### src/rtl/al_accel_act_func_sched.sv
// al_accel_act_func_sched: streams a descriptor-defined scratchpad range through the
// combinational activation unit and writes results back, one element per cycle.
module al_accel_act_func_sched #(
    parameter int ADDR_W = 10,
    parameter int LEN_W  = 10
) (
    input  logic              clk,
    input  logic              reset,
    input  logic              enb,
    input  logic              cfg_valid,
    output logic              cfg_ready,
    input  logic [ADDR_W-1:0] cfg_src_addr,
    input  logic [ADDR_W-1:0] cfg_dst_addr,
    input  logic [LEN_W-1:0]  cfg_len,
    input  logic [2:0]        cfg_typ,
    output logic              mem_rd_en,
    output logic [ADDR_W-1:0] mem_rd_addr,
    input  logic [7:0]        mem_rd_data,
    output logic              mem_wr_en,
    output logic [ADDR_W-1:0] mem_wr_addr,
    output logic [7:0]        mem_wr_data,
    output logic [7:0]        act_func_di,
    output logic [2:0]        act_func_typ,
    input  logic [7:0]        act_func_do,
    output logic              busy,
    output logic              done
);
    typedef enum logic [1:0] {IDLE, RUN, DRAIN, DONE} state_t;
    state_t state, state_n;
    logic [ADDR_W-1:0] src_q, dst_q;
    logic [LEN_W-1:0]  len_q, rd_idx, wr_idx;
    logic [2:0]        typ_q;
    logic [7:0]        di_q;
    logic              rd_v, wr_v, accept, last_rd, last_wr;
    always_comb begin
        cfg_ready    = state == IDLE;
        busy         = state != IDLE;
        done         = state == DONE;
        accept       = cfg_ready && cfg_valid;
        mem_rd_en    = state == RUN && enb;
        mem_rd_addr  = src_q + ADDR_W'(rd_idx);
        mem_wr_en    = wr_v;
        mem_wr_addr  = dst_q + ADDR_W'(wr_idx);
        mem_wr_data  = act_func_do;
        act_func_di  = di_q;
        act_func_typ = typ_q;
        last_rd      = mem_rd_en && rd_idx == len_q - LEN_W'(1);
        last_wr      = wr_v && wr_idx == len_q - LEN_W'(1);
        state_n      = state;
        case (state)
            IDLE:    state_n = accept ? (cfg_len != '0 ? RUN : DONE) : IDLE;
            RUN:     state_n = last_rd ? DRAIN : RUN;
            DRAIN:   state_n = last_wr ? DONE : DRAIN;
            default: state_n = IDLE;
        endcase
    end
    // rd_v/wr_v form the fixed two-cycle read-to-write pipeline; reset flushes it.
    always_ff @(posedge clk) begin
        if (reset) begin
            state  <= IDLE;
            src_q  <= '0;
            dst_q  <= '0;
            len_q  <= '0;
            typ_q  <= '0;
            rd_idx <= '0;
            wr_idx <= '0;
            rd_v   <= 1'b0;
            wr_v   <= 1'b0;
            di_q   <= '0;
        end else begin
            state <= state_n;
            rd_v  <= mem_rd_en;
            wr_v  <= rd_v;
            if (rd_v) di_q <= mem_rd_data;
            if (accept) begin
                src_q  <= cfg_src_addr;
                dst_q  <= cfg_dst_addr;
                len_q  <= cfg_len;
                typ_q  <= cfg_typ;
                rd_idx <= '0;
                wr_idx <= '0;
            end else begin
                if (mem_rd_en) rd_idx <= rd_idx + LEN_W'(1);
                if (wr_v) wr_idx <= wr_idx + LEN_W'(1);
            end
        end
    end
endmodule

### config.mk
export PLATFORM = sky130hd
export DESIGN_NAME = al_accel_act_func_sched
export DESIGN_NICKNAME = d
export VERILOG_FILES = /design/src/rtl/al_accel_act_func_sched.sv
export SDC_FILE = /design/constraint.sdc
export NUM_CORES = 1
export LEC_CHECK = 0
export ABC_AREA = 1
export CORE_MARGIN = 5
export CORE_UTILIZATION = 54
export CTS_CLUSTER_DIAMETER = 30
export DETAILED_ROUTE_END_ITERATION = 8
export GPL_TIMING_DRIVEN = 0
export PLACE_DENSITY_LB_ADDON = 0.05
export SLEW_MARGIN = 15
export SYNTH_ARGS = -nofsm -noshare
export SYNTH_HDL_FRONTEND = slang
export SYNTH_SLANG_ARGS = --single-unit
### constraint.sdc
create_clock -name clk -period 5.29 [get_ports clk]
set_input_delay 1.058 -clock clk [delete_from_list [all_inputs] [get_ports clk]]
set_output_delay 1.058 -clock clk [all_outputs]
set_load 0.01 [all_outputs]
==> flow_metrics.env <==
export IMPL_path_class="flip-flop to primary output"
export IMPL_crit_path_start_kind="flip-flop"
export IMPL_syn_inst=573
export IMPL_hold_viol=0
export IMPL_drv_cap=0
export IMPL_hold_path_end="src_q[0]"
export IMPL_yosys_top_cells_area="dfxtp_1, nor2_1, nand2_1, o21ai_0, nand3_1"
export IMPL_fin_area_um2=5080
export IMPL_start_util_pct=56.2
export IMPL_p_int_uw=930
export IMPL_fin_crit_sh_pct=76.6
export IMPL_slew_headroom_pct=61.6
export IMPL_r2r_start="len_q[0]"
export IMPL_dieArea_um2=8940
export IMPL_pwr_share_seq_pct=40.9
export IMPL_required_ns=4.23
export IMPL_ys_warn_count=0
export IMPL_final_common_cell="nor2_1"
export IMPL_hp_start="src_q[0]"
export IMPL_diodes=0
export IMPL_drc=0
export IMPL_n_fill_cell=571
export IMPL_ant_nets=0
export IMPL_fmax_mhz=247
export IMPL_status="finished clean"
export IMPL_final_setup_worst_slack_ns=1.24
export IMPL_port_buffers=88
export IMPL_pwr_share_comb_pct=22.7
export IMPL_grt_max_degree=12
export IMPL_drive_gt1_share_pct=6.06
export IMPL_gp_congestion=0.929
export IMPL_power_density_nw_per_um2=258
export IMPL_slowest_delay_ns=0.53
export IMPL_fin_crit_ns=4.05
export IMPL_antenna_found_initial=0
export IMPL_cts_sinks=65
export IMPL_grt_pass1_wl_um=17500
export IMPL_areaGrowthSynthToFinish_pct=31.6
export IMPL_place_ws_ns=1.61
export IMPL_grt_pass1_vias=3865
export IMPL_peakVddDrop_mv=0.140
export IMPL_track_usage_pct=24.8
export IMPL_final_nets=748
export IMPL_worstPathCellList="ha_1 -> inv_1 -> fa_1 -> o21ai_0 -> nand2_1 -> nand2_1 -> a21oi_1 -> nor2_1 -> o21ai_0 -> nand2_1 -> nand2_1 -> nand2_1 -> clkdlybuf4s50_1"
export IMPL_r2r_slack_ns=3.21
export IMPL_synth_cell_types=32
export IMPL_htreeDepth=3
export IMPL_fp_row_count=30
export IMPL_avgSynthCellArea_um2=6.74
export IMPL_synthesis_nets=649
export IMPL_cts_made_buffers=9
export IMPL_cp_end_kind="primary output"
export IMPL_core_region_area_um2=6870
export IMPL_wire_per_inst_um=14.1
export IMPL_final_cell_mix="nor2_1, clkdlybuf4s50_1, nand2_1"
export IMPL_clk_pin_slew_ns=0.07
export IMPL_setup_viol=0
export IMPL_routed_wl_um=10900
export IMPL_cp_slowest_cell="clkdlybuf4s50_1"
export IMPL_die_h_um=94.6
export IMPL_vias=4114
export IMPL_r2r_cells=15
export IMPL_skew_ns=0.00639
export IMPL_whs_ns=0.494
export IMPL_pwr_share_clk_pct=36.4
export IMPL_clk_latency_ns=0.34
export IMPL_setup_tns_final_ns=0
export IMPL_drtIter0Drc=263
export IMPL_switchingPower_uw=381
export IMPL_yosysSeqAreaShare_pct=33.7
export IMPL_p_leak_nw=2.18
export IMPL_clockBufferDepth=2
export IMPL_grt_overflow=0
export IMPL_die_x_um=94.6
export IMPL_postCtsResizedCells=0
export IMPL_critical_path_arrival_ns=2.99
export IMPL_r2r_end="state[0]"
export IMPL_grt_setup_unrepaired="false"
export IMPL_whs_path_depth=2
export IMPL_cts_hold_buffers=0
export IMPL_switching_share_pct=29.1
export IMPL_drv_slew=0
export IMPL_synth_area_um2=3860
export IMPL_yosysTopAreaCell="dfxtp_1"
export IMPL_boundaryPins=97
export IMPL_worstMarginPinSlew_ns=0.575
export IMPL_cts_tree="done"
export IMPL_crit_top_cell="nand2_1"
export IMPL_dp_hpwl_um=8660
export IMPL_avgViaCountPerCell=5.32
export IMPL_cp_max_fo=5
export IMPL_postCtsSetupBuffers=0
export IMPL_hp_class="flip-flop to flip-flop"
export IMPL_placed_cell_area_um2=4860
export IMPL_drtPass1Iterations=5
export IMPL_clock_root_buffer="clkbuf_8"
export IMPL_ys_seq_elements=65
export IMPL_yosysTopAreaCellShare_pct=33.7
logic make-up after synthesis:
family / share of synthesized area (%)
fa+ha+maj: 7.84
buf+inv: 9.82
xor+xnor: 3.85
simple gates: 30.8
flops: 33.7
compound gates: 14.0
sequential cells by signal, summed over array words and instances, names as in the netlist:
name / cells
mem_wr_en: 1
len_q: 10
act_func_typ: 3
rd_idx: 10
act_func_di: 8
state: 2
src_q: 10
rd_v: 1
wr_idx: 10
dst_q: 10
layout make-up:
cell class | count | area (um^2) | area share, %
Timing Repair Buffer | 88 | 881 | 17.3
Buffer | 20 | 109 | 2.14
Sequential cell | 65 | 1300 | 25.6
Clock inverter | 5 | 78.8 | 1.55
Inverter | 72 | 270 | 5.32
Multi-Input combinational cell | 416 | 2180 | 42.9
Tap cell | 96 | 120 | 2.36
Clock buffer | 11 | 141 | 2.78
power groups by stage:
stage | Sequential (mW) | Clock (mW) | Combinational (mW)
after detailed placement | 0.548 | 0 | 0.293
after CTS | 0.537 | 0.479 | 0.297
after global routing | 0.540 | 0.504 | 0.331
final | 0.537 | 0.478 | 0.297
after global placement | 0.547 | 0 | 0.286
after floorplan | 0.546 | 0 | 0.170
layer usage:
| metal | GRT usage [%] | vias up | share of wire, % | wire length, um |
|---|---|---|---|---|
| met3 | 3.59 | 19 | 7.3 | 790 |
| met5 | 0 | - | 0 | 0 |
| li1 | - | 2065 | - | - |
| met1 | 29.9 | 1866 | 41 | 4500 |
| met2 | 44.7 | 164 | 50 | 5390 |
| met4 | 8.53 | 0 | 1.8 | 197 |
worst max-delay path, delay by kind of cell (launching register included):
family	cells	cell delay, ns
compound gates	3	0.52
simple gates	6	0.45
buf+inv	2	0.61
fa+ha+maj	2	0.66
flops	1	0.41
how the worst max path moves through the flow:
stage,startpoint,endpoint,slack (ns),depth (start not counted)
floorplan,rd_idx[0],mem_rd_addr[8],2.42,12
global placement,wr_idx[0],mem_wr_addr[8],1.68,13
detailed placement,rd_idx[0],mem_rd_addr[8],1.61,13
CTS,rd_idx[0],mem_rd_addr[8],1.23,13
global route,rd_idx[0],mem_rd_addr[8],1.04,13
finish,rd_idx[0],mem_rd_addr[8],1.24,13
synthesized netlist by cell type:
cell      count
or2_2         1
nor4_1        1
nor3_2        1
o21ai_0      56
ha_1         21
clkinv_1      1
nor2_2        3
nor3_4        1
nand2_1      84
fa_1          2
nand2_4       1
a31oi_1       1
clkbuf_1      9
o21ai_1       1
o31ai_1       2
nand3_1      53
xor2_1       11
nand3b_1      2
inv_1        68
nor3_1       13
buf_2         3
nor2_4        3
a21oi_1      42
o21bai_1      2
inv_2         3
dfxtp_1      65
nand4_1       7
a211oi_1      1
nor2_1       99
xnor2_1       6
buf_4         8
nand2_2       2
per-stage QoR:
stage,total power [mW],instances,util [%]
CTS,1.31,773,74.0
detailed placement,0.842,757,70.8
global placement,0.833,757,70.8
floorplan,0.716,573,-
finish,1.31,773,74.0
global route,1.37,773,74.0
(Power assumes the default switching activity.)
